`src/rtl/rv32i_pkg.sv`:
```
// Shared encodings for the RV32I multi-cycle sequencer: opcodes, FSM states,
// instruction classes and the pc_src / wb_sel / err output codes.
package rv32i_pkg;

  localparam logic [6:0] OPC_LUI    = 7'b0110111;
  localparam logic [6:0] OPC_AUIPC  = 7'b0010111;
  localparam logic [6:0] OPC_JAL    = 7'b1101111;
  localparam logic [6:0] OPC_JALR   = 7'b1100111;
  localparam logic [6:0] OPC_BRANCH = 7'b1100011;
  localparam logic [6:0] OPC_LOAD   = 7'b0000011;
  localparam logic [6:0] OPC_STORE  = 7'b0100011;
  localparam logic [6:0] OPC_OP_IMM = 7'b0010011;
  localparam logic [6:0] OPC_OP     = 7'b0110011;
  localparam logic [6:0] OPC_FENCE  = 7'b0001111;
  localparam logic [6:0] OPC_SYSTEM = 7'b1110011;

  typedef enum logic [2:0] {
    S_IDLE      = 3'd0,
    S_FETCH     = 3'd1,
    S_DECODE    = 3'd2,
    S_EXECUTE   = 3'd3,
    S_MEM       = 3'd4,
    S_WRITEBACK = 3'd5,
    S_HALT      = 3'd6
  } state_e;

  // LUI, AUIPC, OP and OP-IMM share the plain ALU writeback path
  typedef enum logic [2:0] {
    IC_ALU    = 3'd0,
    IC_JAL    = 3'd1,
    IC_JALR   = 3'd2,
    IC_BRANCH = 3'd3,
    IC_LOAD   = 3'd4,
    IC_STORE  = 3'd5,
    IC_FENCE  = 3'd6,
    IC_SYSTEM = 3'd7
  } iclass_e;

  localparam logic [1:0] PC_SRC_PC4 = 2'd0;
  localparam logic [1:0] PC_SRC_IMM = 2'd1;
  localparam logic [1:0] PC_SRC_ALU = 2'd2;

  localparam logic [1:0] WB_SEL_ALU = 2'd0;
  localparam logic [1:0] WB_SEL_MEM = 2'd1;
  localparam logic [1:0] WB_SEL_PC4 = 2'd2;

  localparam logic [1:0] ERR_NONE    = 2'd0;
  localparam logic [1:0] ERR_ILLEGAL = 2'd1;
  localparam logic [1:0] ERR_TIMEOUT = 2'd2;

endpackage

```
`src/rtl/seq_opcode_decode.sv`:
```
// Combinational opcode classifier: maps instruction[6:0] to an instruction
// class and flags anything outside the supported RV32I base opcodes.
module seq_opcode_decode
  import rv32i_pkg::*;
(
  input  logic [6:0] i_opcode,
  output iclass_e    o_iclass,
  output logic       o_legal
);

  // classify opcode; unknown opcodes report illegal with a don't-care class
  always_comb begin
    o_iclass = IC_ALU;
    o_legal  = 1'b1;
    case (i_opcode)
      OPC_LUI, OPC_AUIPC, OPC_OP_IMM, OPC_OP: o_iclass = IC_ALU;
      OPC_JAL:    o_iclass = IC_JAL;
      OPC_JALR:   o_iclass = IC_JALR;
      OPC_BRANCH: o_iclass = IC_BRANCH;
      OPC_LOAD:   o_iclass = IC_LOAD;
      OPC_STORE:  o_iclass = IC_STORE;
      OPC_FENCE:  o_iclass = IC_FENCE;
      OPC_SYSTEM: o_iclass = IC_SYSTEM;
      default:    o_legal  = 1'b0;
    endcase
  end

endmodule

```
`src/rtl/rv32i_multicycle_sequencer.sv`:
```
// Multi-cycle timing FSM for the RV32I datapath (FETCH/DECODE/EXECUTE/MEM/
// WRITEBACK) with a single req/ready memory port and a memory wait timeout.
// Optional performance counters are built only when SEQ_PERF_CNT_EN is defined.
//
// state     | meaning
// ----------+-------------------------------------------------------------
// IDLE      | out of reset, waiting for start
// FETCH     | instruction read at PC; IR loaded on mem_ready
// DECODE    | classify opcode; SYSTEM retires, illegal halts
// EXECUTE   | branches retire here; loads/stores go to MEM
// MEM       | data access at ALU address; stores retire on mem_ready
// WRITEBACK | regfile write (except FENCE) and PC update
// HALT      | stopped after SYSTEM or an error; err held until start
module rv32i_multicycle_sequencer
  import rv32i_pkg::*;
#(
  parameter int unsigned MEM_TIMEOUT = 255,
  parameter int unsigned CNT_W       = 32
) (
  input  logic             i_clk,
  input  logic             i_rst_n,
  input  logic             i_start,
  input  logic [6:0]       i_opcode,
  input  logic             i_branch_taken,
  input  logic             i_mem_ready,
  output logic             o_mem_req,
  output logic             o_mem_we,
  output logic             o_mem_addr_sel,
  output logic             o_ir_write,
  output logic             o_pc_write,
  output logic [1:0]       o_pc_src,
  output logic             o_rf_we,
  output logic [1:0]       o_wb_sel,
  output logic             o_busy,
  output logic             o_halted,
  output logic [1:0]       o_err,
  output logic [2:0]       o_state_dbg,
  output logic [CNT_W-1:0] o_cycle_cnt,
  output logic [CNT_W-1:0] o_instret_cnt
);

  // wide enough to hold MEM_TIMEOUT-1; the counter never needs to reach the limit itself
  localparam int unsigned WAIT_W = (MEM_TIMEOUT < 2) ? 1 : $clog2(MEM_TIMEOUT + 1);
  localparam logic [WAIT_W-1:0] WAIT_LAST = WAIT_W'(MEM_TIMEOUT - 1);

  state_e            r_state;
  state_e            w_state_nxt;
  iclass_e           r_iclass;
  logic [1:0]        r_err;
  logic [1:0]        w_err_nxt;
  logic [WAIT_W-1:0] r_wait_cnt;
  iclass_e           w_dec_iclass;
  logic              w_dec_legal;
  logic              w_timeout;

  seq_opcode_decode u_decode (
    .i_opcode (i_opcode),
    .o_iclass (w_dec_iclass),
    .o_legal  (w_dec_legal)
  );

  // a ready arriving in the limit cycle wins over the timeout
  assign w_timeout = (MEM_TIMEOUT != 0) && !i_mem_ready && (r_wait_cnt == WAIT_LAST);

  assign o_state_dbg = r_state;
  assign o_busy      = (r_state != S_IDLE) && (r_state != S_HALT);
  assign o_halted    = (r_state == S_HALT);
  assign o_err       = r_err;

  // state, error and instruction-class registers
  always_ff @(posedge i_clk or negedge i_rst_n) begin
    if (!i_rst_n) begin
      r_state  <= S_IDLE;
      r_err    <= ERR_NONE;
      r_iclass <= IC_ALU;
    end else begin
      r_state <= w_state_nxt;
      r_err   <= w_err_nxt;
      if (r_state == S_DECODE) r_iclass <= w_dec_iclass;
    end
  end

  // memory wait counter: cleared on any state change, counts not-ready access cycles
  always_ff @(posedge i_clk or negedge i_rst_n) begin
    if (!i_rst_n) begin
      r_wait_cnt <= '0;
    end else if (w_state_nxt != r_state) begin
      r_wait_cnt <= '0;
    end else if ((r_state == S_FETCH || r_state == S_MEM) && !i_mem_ready) begin
      r_wait_cnt <= r_wait_cnt + 1'b1;
    end
  end

  // next-state and control outputs
  always_comb begin
    w_state_nxt    = r_state;
    w_err_nxt      = r_err;
    o_mem_req      = 1'b0;
    o_mem_we       = 1'b0;
    o_mem_addr_sel = 1'b0;
    o_ir_write     = 1'b0;
    o_pc_write     = 1'b0;
    o_pc_src       = PC_SRC_PC4;
    o_rf_we        = 1'b0;
    o_wb_sel       = WB_SEL_ALU;
    case (r_state)
      S_IDLE: begin
        if (i_start) w_state_nxt = S_FETCH;
      end
      S_FETCH: begin
        o_mem_req = 1'b1;
        if (i_mem_ready) begin
          o_ir_write  = 1'b1;
          w_state_nxt = S_DECODE;
        end else if (w_timeout) begin
          w_err_nxt   = ERR_TIMEOUT;
          w_state_nxt = S_HALT;
        end
      end
      S_DECODE: begin
        if (!w_dec_legal) begin
          w_err_nxt   = ERR_ILLEGAL;
          w_state_nxt = S_HALT;
        end else if (w_dec_iclass == IC_SYSTEM) begin
          o_pc_write  = 1'b1;
          w_err_nxt   = ERR_NONE;
          w_state_nxt = S_HALT;
        end else begin
          w_state_nxt = S_EXECUTE;
        end
      end
      S_EXECUTE: begin
        case (r_iclass)
          IC_BRANCH: begin
            o_pc_write  = 1'b1;
            o_pc_src    = i_branch_taken ? PC_SRC_IMM : PC_SRC_PC4;
            w_state_nxt = S_FETCH;
          end
          IC_LOAD, IC_STORE: w_state_nxt = S_MEM;
          default:           w_state_nxt = S_WRITEBACK;
        endcase
      end
      S_MEM: begin
        o_mem_req      = 1'b1;
        o_mem_addr_sel = 1'b1;
        o_mem_we       = (r_iclass == IC_STORE);
        if (i_mem_ready) begin
          if (r_iclass == IC_STORE) begin
            o_pc_write  = 1'b1;
            w_state_nxt = S_FETCH;
          end else begin
            w_state_nxt = S_WRITEBACK;
          end
        end else if (w_timeout) begin
          w_err_nxt   = ERR_TIMEOUT;
          w_state_nxt = S_HALT;
        end
      end
      S_WRITEBACK: begin
        o_pc_write = 1'b1;
        o_rf_we    = (r_iclass != IC_FENCE);
        case (r_iclass)
          IC_LOAD: o_wb_sel = WB_SEL_MEM;
          IC_JAL:  begin o_wb_sel = WB_SEL_PC4; o_pc_src = PC_SRC_IMM; end
          IC_JALR: begin o_wb_sel = WB_SEL_PC4; o_pc_src = PC_SRC_ALU; end
          default: o_wb_sel = WB_SEL_ALU;
        endcase
        w_state_nxt = S_FETCH;
      end
      S_HALT: begin
        if (i_start) begin
          w_err_nxt   = ERR_NONE;
          w_state_nxt = S_FETCH;
        end
      end
      default: w_state_nxt = S_IDLE;
    endcase
  end

`ifdef SEQ_PERF_CNT_EN
  logic [CNT_W-1:0] r_cycle_cnt;
  logic [CNT_W-1:0] r_instret_cnt;

  // free-running busy-cycle and retired-instruction counters, wrap naturally
  always_ff @(posedge i_clk or negedge i_rst_n) begin
    if (!i_rst_n) begin
      r_cycle_cnt   <= '0;
      r_instret_cnt <= '0;
    end else begin
      if (o_busy)     r_cycle_cnt   <= r_cycle_cnt + 1'b1;
      if (o_pc_write) r_instret_cnt <= r_instret_cnt + 1'b1;
    end
  end

  assign o_cycle_cnt   = r_cycle_cnt;
  assign o_instret_cnt = r_instret_cnt;
`else
  assign o_cycle_cnt   = '0;
  assign o_instret_cnt = '0;
`endif

endmodule
```
`config.mk`:
```
export PLATFORM = sky130hd
export DESIGN_NAME = rv32i_multicycle_sequencer
export DESIGN_NICKNAME = d
export VERILOG_FILES = /design/src/rtl/rv32i_pkg.sv /design/src/rtl/seq_opcode_decode.sv /design/src/rtl/rv32i_multicycle_sequencer.sv
export SDC_FILE = /design/constraint.sdc
export NUM_CORES = 1
export LEC_CHECK = 0
export BUFFER_PORTS_ARGS = -buffer_cell sky130_fd_sc_hd__buf_2
export CORE_ASPECT_RATIO = 1.75
export CORE_UTILIZATION = 50
export CTS_CLUSTER_DIAMETER = 60
export DETAILED_ROUTE_END_ITERATION = 6
export PLACE_DENSITY = 0.92
export SLEW_MARGIN = 0
export SYNTH_ARGS = -nofsm -noshare
export SYNTH_HDL_FRONTEND = slang
export SYNTH_SLANG_ARGS = --single-unit
```
`constraint.sdc`:
```
create_clock -name i_clk -period 2.5 [get_ports i_clk]
set_input_delay 0.25 -clock i_clk [delete_from_list [all_inputs] [get_ports i_clk]]
set_output_delay 0.25 -clock i_clk [all_outputs]
set_load 0.02 [all_outputs]
```
==> results.tsv, run 1 <==
metric	value	unit
synth.area.top_cells	buf_4 27%, dfrtp_1 22%, nor3_1 3.5%	
crit_path_end_kind	output port	
ys.flop_type	dfrtp_1	
cts_resized	0	
place_congestion	0.996	
switching_power	0.798	mW
area_growth	-2.66	%
cts_sinks	16	
timing.rr.end	r_wait_cnt[4]$_DFFE_PN0P_	
p_total	1.49	mW
drive_gt1_share	15.9	%
synth_top_cell_area_share	26.6	%
hold_class	input port to flop	
avgSynthCellArea	7.94	um2
grt_max_degree	21	
grt_usage	21.1	%
remaining_drc_errors	0	
syn_inst	231	
start_util	53.4	%
instances_no_fill	297	
core_area	0.00343	mm2
worst_slew_pin_slew	0.603	ns
synth-edff-count	0	
grt.overflow.total	0	
synthAdderAreaFrac	1.37	%
fin_tns_setup	0	ns
die_w	47.8	um
min_path_cells	3	
pwr-share-comb	56.7	%
async_flop_share	100	%
p_seq_share	29.8	%
design_area	0.00178	mm2
routed_wl	3.72	mm
fmax	461	MHz
antenna_found_initial	0	
synth-compound-area-share	18.2	%
hold_ws	0.332	ns
vias	1500	
hold_start	i_opcode[1]	
seq_area_frac_synth	21.8	%
period_minus_slack	2.17	ns
cp_data_required_time	2.25	ns
cts_made_buffers	3	
cts_buffer_depth	2	
clk_latency	0.26	ns
placed_cell_area	0.00173	mm2
skew	0.00376	ns
ir_worst_vdd	514	uV
worst_setup_path_start_kind	flop	
hold_viol	0	
fillers	356	
max_cap_viol_count	0	
cts_max_level	1	
run_status	completed	
synth_mux_area_share	0.546	%
diodes	0	
fin_crit_sh	86.8	%
worstRegToRegCells	5	
rsz0062_at_grt	no	
criticalPathCategory	flop to output port	
reg2reg_from	o_state_dbg[0]$_DFF_PN0_	
yosysTopAreaCell	buf_4	
setup_viol	0	
multi_input_area	0.00110	mm2
synth_cell_types	50	
leakagePower	0.870	nW
clkPwrFrac	13.5	%
cts_tree	yes	
worst-path-max-fanout	14	
yosysWarnings	0	
ys_ff_latch	16	
layout.area.seq	400	um2
synthSimpleGateAreaFrac	22.7	%
powerDensity	833	mW/mm2
grt_pass1_wl	5.95	mm
hold_end	r_iclass[0]$_DFFE_PN0P_	
path_clk_slew	0.06	ns
num_rows	28	
ios	93	
die_area	0.00392	mm2
max-slew-margin-rel	59.8	%
via_per_inst	5.05	
antenna_left	0	
wire_per_inst	12.5	um
first_iter_violations	67	
intPower	0.688	mW
dp.cells	293	
grt_pass1_vias	1331	
arrival	1.92	ns
fin_nets	268	
first_pass_iters	4	
synth_most_common_cell	buf_4	
maxSlewViolCount	0	
synthXorXnorAreaFrac	4.30	%
cts-root-buf	clkbuf_8	
portBuffers	28	
reg2reg_slack	0.44	ns
synth_area	0.00183	mm2
swShare	53.7	%
die_h	82.1	um
synth_top_family_by_area	buffers and inverters	
post-dp-hpwl	2.88	mm
netlist_top_cells_count	65 x buf_4, 16 x dfrtp_1, 16 x nand2_1	
==> timing repair <==
item,CTS,global route
hold buffers,1,0
setup buffers,0,0
hold endpoints to repair,16,0
==> power groups by stage <==
| stage | sequential (mW) | clock (mW) | combinational, mW |
|---|---|---|---|
| 2_1_floorplan | 0.385 | 0 | 0.801 |
| 6_report | 0.443 | 0.200 | 0.843 |
| 3_3_place_gp | 0.437 | 0 | 0.822 |
| 3_5_place_dp | 0.443 | 0 | 0.828 |
| 4_1_cts | 0.439 | 0.199 | 0.833 |
| 5_1_grt | 0.459 | 0.206 | 0.927 |
==> per-layer routing <==
metal | track usage (%) | routed length (um)
met2 | 38.2 | 2110
met3 | 2.17 | 171
met4 | 10.8 | 113
met5 | 0 | 0
met1 | 22.3 | 1320
==> registers in the layout, summed over array words and instances, names as in the netlist <==
name,cells
o_state_dbg,3
r_wait_cnt,8
r_iclass,3
o_err,2
==> placed cells by master, fill, tap and decap left out, types with 3 or more instances in the layout <==
| cell | netlist | routed |
|---|---|---|
| a22o_1 | 3 | 3 |
| xor2_1 | 3 | 3 |
| nor3_1 | 13 | 13 |
| nor2_1 | 11 | 11 |
| nand3_1 | 6 | 6 |
| xnor2_1 | 6 | 6 |
| and3_1 | 4 | 4 |
| inv_1 | 7 | 7 |
| dfrtp_1 | 16 | 16 |
| nor4_1 | 3 | 3 |
| o22ai_1 | 3 | 3 |
| o21ai_0 | 11 | 11 |
| a211o_1 | 3 | 3 |
| clkbuf_8 | 0 | 3 |
| o31ai_1 | 3 | 3 |
| a21oi_1 | 6 | 6 |
| nor2b_1 | 4 | 4 |
| conb_1 | 1 | 64 |
| buf_2 | 5 | 28 |
| nand2_1 | 16 | 16 |
==> layout make-up <==
cell class / count / area share (%)
Timing Repair Buffer: 30 / 8.84
Multi-Input combinational cell: 196 / 61.8
Clock buffer: 3 / 2.31
Sequential cell: 16 / 22.4
Tap cell: 45 / 3.16
Inverter: 7 / 1.47
==> cell families after synthesis <==
family / after synthesis
AOI/OAI and AO/OA: 44
xor gates and xnor gates: 9
adders and majority gates: 2
buffers and inverters: 82
DFF: 16
muxes: 1
other: 1
and+or+nand+nor: 76
==> how the worst max path moves through the flow <==
| stage | endpoint | from |
|---|---|---|
| final | o_pc_src[1] | o_state_dbg[2]$_DFF_PN0_ |
| after CTS | o_pc_src[1] | o_state_dbg[2]$_DFF_PN0_ |
| after global placement | r_wait_cnt[0]$_DFFE_PN0P_ | o_state_dbg[0]$_DFF_PN0_ |
| after floorplan | o_pc_src[1] | o_state_dbg[2]$_DFF_PN0_ |
| after detailed placement | r_wait_cnt[4]$_DFFE_PN0P_ | o_state_dbg[0]$_DFF_PN0_ |
| after global routing | o_pc_src[1] | o_state_dbg[2]$_DFF_PN0_ |
==> worst max-delay path, cell delays in order, from the launching register on <==
cell	delay, ns
dfrtp_1	0.60
inv_1	0.22
nor2_1	0.19
nand2_1	0.14
nor4b_1	0.29
buf_2	0.22
==> metrics by stage <==
stage / util, % / setup WS, ns
floorplan: - / 0.469
global placement: 50.5 / 0.582
detailed placement: 50.5 / 0.525
CTS: 52.0 / 0.386
global route: 52.0 / 0.177
finish: 52.0 / 0.329
No activity file was read; power rests on OpenSTA's default activity.
==> inputs of run 2 (changes only) <==
- CORE_UTILIZATION: 50 -> 30
- PLACE_DENSITY: 0.92 -> 0.62
- SKIP_CTS_REPAIR_TIMING: default -> 1
==> run 2 against run 1 <==
Net effect: clock skew shrank 0.0021 ns; global-route usage fell by 8.7 points; final cell count increased by 11%; sequential power down 3%; flip-flop and latch count stayed put.
==> results.tsv, run 2 (same netlist as run 1, synthesis figures left out) <==
metric	value	unit
run_status	completed	
arrival	1.91	ns
p_total	1.50	mW
fmax	462	MHz
first_iter_violations	65	
final_common_cell	conb_1	
cts_made_buffers	3	
cts_max_level	1	
vias	1490	
largest-register	r_wait_cnt	
core_area	0.00588	mm2
wire_per_inst	11.7	um
routed_wl	3.86	mm
start_util	31.2	%
maxSlewViolCount	0	
place_congestion	0.892	
num_rows	37	
fin_crit_sh	86.5	%
max_cap_viol_count	0	
cp_data_required_time	2.25	ns
antenna_left	0	
first_pass_iters	4	
layout.area.seq	400	um2
grt_pass1_wl	6.16	mm
via_per_inst	4.50	
skew	0.00168	ns
finalCoreUtilization	31.2	%
ios	93	
grt.overflow.total	0	
fin_nets	269	
cts_tree	yes	
hold_class	input port to flop	
fin_tns_setup	0	ns
mostFrequentLayoutCells	64 x conb_1, 28 x buf_2, 16 x nand2_1, 16 x dfrtp_1, 13 x nor3_1	
crit_path_end_kind	output port	
cts_sinks	16	
ir_worst_vdd	266	uV
hold_viol	0	
criticalPathCategory	flop to output port	
die_w	61.1	um
leakagePower	0.875	nW
clk_latency	0.25	ns
cts_buffer_depth	2	
portBuffers	28	
worst_setup_path_start_kind	flop	
die_area	0.00644	mm2
largest_reg_flops	8	
period_minus_slack	2.16	ns
setup_viol	0	
drive_gt1_share	16.2	%
post-dp-hpwl	3.10	mm
die_h	105	um
diodes	0	
grt_usage	12.4	%
dp.cells	327	
multi_input_area	0.00110	mm2
max-slew-margin-rel	62.1	%
worst-path-max-fanout	20	
worst_slew_pin_slew	0.569	ns
cts-root-buf	clkbuf_8	
reg2reg_slack	0.53	ns
powerDensity	819	mW/mm2
remaining_drc_errors	0	
grt_max_degree	21	
fillers	648	
area_growth	0.000109	%
antenna_found_initial	0	
instances_no_fill	331	
grt_pass1_vias	1317	
rsz0062_at_grt	no	
path_clk_slew	0.06	ns
## run 2: cell types whose count changed in the layout (fill, tap and decap cells not counted)
cell,before,now
buf_4,1,2
## run 2: through the flow
stage | hold WS, ns | instance area (um2) | worst slack (ns)
6_report | 0.362 | 1830 | 0.338
5_1_grt | 0.374 | 1830 | 0.151
4_1_cts | -0.0798 | 1820 | 0.326
3_5_place_dp | 0.184 | 1780 | 0.529
3_3_place_gp | 0.180 | 1780 | 0.559
2_1_floorplan | -0.0456 | 2070 | 0.469
## run 2: critical path: stages, from the launching register on
cell	delay (ns)
dfrtp_1	0.70
inv_1	0.28
nor4b_1	0.45
buf_2	0.24
## run 2: power breakdown
group          total [mW]  leakage (nW)  switching, mW  internal, mW
registers           0.430         0.216          0.119         0.312
clock network       0.190        0.0216         0.0828         0.107
logic               0.881         0.638          0.603         0.278
## run 2: area by class of cell
type	instances	share of cell area (%)
multi-input combinational	196	60.1
sequential	16	21.8
timing repair buffer	31	9.01
tap	78	5.32
clock buffer	3	2.25
inverter	7	1.43
## run 2: routing by layer
layer  vias up  routed length (um)  GRT usage [%]
met4         0                 101           5.52
li1        720                   -              -
met2        81                2030           22.4
met3        11                 218           1.35
met1       678                1520           13.6
met5         -                   0              0
## run 2: worst paths after layout
path                                        endpoint  depth (start not counted)                      start
setup / recovery                         o_pc_src[0]                          3   o_state_dbg[0]$_DFF_PN0_
hold / removal               r_iclass[0]$_DFFE_PN0P_                          3                i_opcode[1]
setup reg to reg           r_wait_cnt[6]$_DFFE_PN0P_                          5   o_state_dbg[0]$_DFF_PN0_
hold reg to reg            r_wait_cnt[7]$_DFFE_PN0P_                          2  r_wait_cnt[7]$_DFFE_PN0P_
max in group asynchronous  r_wait_cnt[2]$_DFFE_PN0P_                          2                    i_rst_n
min in group asynchronous   o_state_dbg[1]$_DFF_PN0_                          2                    i_rst_n
==> inputs of run 3 (changes only) <==
- ABC_AREA: default -> 1
==> run 3 against run 2 <==
Net effect: area after synthesis shrank 4.1%; sequential power shrank 2%; largest cell class unchanged; via count shrank 4.9%; wire length shrank 11%; highest routed layer unchanged.
==> results.tsv, run 3 <==
metric	value	unit
run_status	completed	
diodes	0	
hold_viol	0	
pwr-share-comb	60.7	%
ys.flop_type	dfrtp_1	
vias	1417	
path_buf_inv	1	
synth_area	0.00176	mm2
start_util	31.5	%
async_flop_share	100	%
die_area	0.00618	mm2
synth_cell_types	30	
core_area	0.00559	mm2
first_pass_iters	4	
dp.cells	350	
die_w	59.9	um
yosysTopAreaCell	buf_4	
num_rows	36	
fmax	499	MHz
die_h	103	um
clkPwrFrac	13.9	%
worst-path-max-fanout	8	
p_seq_share	25.4	%
rsz0062_at_grt	no	
antenna_found_initial	0	
leakagePower	1.01	nW
avgSynthCellArea	7.12	um2
remaining_drc_errors	0	
worst_setup_path_start_kind	flop	
post-dp-hpwl	2.87	mm
ys_ff_latch	16	
powerDensity	919	mW/mm2
area_growth	3.20	%
grt_pass1_vias	1271	
syn_inst	247	
maxSlewViolCount	0	
setup_viol	0	
cp_data_required_time	2.25	ns
ios	93	
synth-edff-count	0	
period_minus_slack	2.01	ns
grt_pass1_wl	5.47	mm
yosysWarnings	0	
grt_max_degree	17	
first_iter_violations	63	
synth_top_cell_area_share	27.3	%
cts-root-buf	clkbuf_8	
seq_area_frac_synth	22.8	%
intPower	0.757	mW
min_path_cells	4	
wire_per_inst	9.66	um
routed_wl	3.43	mm
clk_latency	0.25	ns
cts_sinks	16	
slowest_delay	0.49	ns
fillers	626	
criticalPathCategory	flop to output port	
swShare	54.6	%
worstRegToRegCells	9	
synth_most_common_cell	buf_4	
crit_path_end_kind	output port	
fin_tns_setup	0	ns
skew	0.00134	ns
cp_top_family	simple AND/OR/NAND/NOR gates	
synth.area.top_cells	buf_4 27%, dfrtp_1 23%, nand2_1 10%	
path_cells	nor2_1 -> nand2_2 -> nor3_1 -> a21oi_1 -> o221ai_1 -> buf_2	
drive_gt1_share	24.4	%
cts_tree	yes	
grt_usage	11.7	%
largest_reg_flops	8	
ir_worst_vdd	220	uV
netlist_top_cells_count	64 x buf_4, 48 x nand2_1, 23 x nor2_1	
path_clk_slew	0.07	ns
antenna_left	0	
fin_nets	294	
hold_class	input port to flop	
arrival	1.76	ns
via_per_inst	3.99	
max_cap_viol_count	0	
fin_crit_sh	80.2	%
portBuffers	28	
slowest_stage	dfrtp_1	
instances_no_fill	355	
cts_max_level	1	
cts_buffer_depth	2	
mostFrequentLayoutCells	64 x conb_1, 48 x nand2_1, 28 x buf_2	
switching_power	0.911	mW
grt.overflow.total	0	
cts_made_buffers	3	
largest-register	r_wait_cnt	
final_common_cell	conb_1	
place_congestion	0.839	
crit_cells	6	
==> run 3: cell count changes after synthesis, moves of 5 or more <==
cell and change:
inv_2 +6, nand2_2 +7, nor3_1 -10, inv_1 +13, o21ai_0 -6, nor2_1 +12, nor2_2 +12, nand2_1 +32
buf_2 -5
==> run 3: cell families (layout without fill, tap and decap cells) <==
kind of cell               Yosys count  count (layout)  synth area share, %
and+or+nand+nor                    113             113                 32.7
buffers and inverters               90              59                 32.9
AOI/OAI and AO/OA                   18              18                 6.55
DFF                                 16              16                 22.8
xor gates and xnor gates             7               7                 3.49
adders and majority gates            2               2                 1.42
other                                1              64                0.213
==> run 3: final timing paths <==
kind,startpoint,to,slack (ns)
max,o_state_dbg[1]$_DFF_PN0_,o_pc_write,0.49
min,i_opcode[2],r_iclass[0]$_DFFE_PN0P_,0.38
max reg2reg,o_state_dbg[2]$_DFF_PN0_,r_wait_cnt[7]$_DFFE_PN0P_,0.76
min reg2reg,o_err[1]$_DFFE_PN0P_,o_err[1]$_DFFE_PN0P_,0.50
max in group asynchronous,i_rst_n,o_err[1]$_DFFE_PN0P_,1.79
min in group asynchronous,i_rst_n,r_wait_cnt[3]$_DFFE_PN0P_,0.45
==> run 3: routing by layer <==
metal  wire, um  track usage [%]
met4         10             4.29
met2       1930             22.7
met3        187             1.49
met5          0                0
met1       1300             12.3
==> run 3: power groups by stage <==
stage	registers [mW]	clock network, mW	logic [mW]
after CTS	0.422	0.236	1.02
after floorplan	0.435	0	0.840
final	0.423	0.232	1.01
after detailed placement	0.426	0	1.02
after global routing	0.436	0.249	1.11
after global placement	0.425	0	1.01
==> run 3: area by class of cell <==
cell class	instances	area (um2)	area share, %
inverters	26	97.6	5.38
well taps	76	95.1	5.24
clock buffers	4	55.1	3.03
repair buffers	29	150	8.28
flip-flops and latches	16	400	22.1
multi-input cells	204	1020	56.0
==> run 3: per-stage QoR <==
stage / power, mW / cell area [um2] / worst slack [ns] / hold slack [ns] / util (%)
floorplan: 1.28 / 1990 / 0.578 / -0.0456 / -
global placement: 1.43 / 1750 / 0.776 / 0.189 / 31.3
detailed placement: 1.44 / 1750 / 0.770 / 0.189 / 31.3
CTS: 1.68 / 1800 / 0.512 / -0.0808 / 32.3
global route: 1.80 / 1810 / 0.420 / 0.438 / 32.5
finish: 1.67 / 1810 / 0.494 / 0.385 / 32.5
==> run 3: worst reg2reg max path: cells and delay by family, from the launching register on <==
| family | cells | cell delay, ns |
|---|---|---|
| and+or+nand+nor | 6 | 0.73 |
| DFF | 1 | 0.55 |
| AOI/OAI and AO/OA | 2 | 0.26 |
| buffers and inverters | 1 | 0.13 |
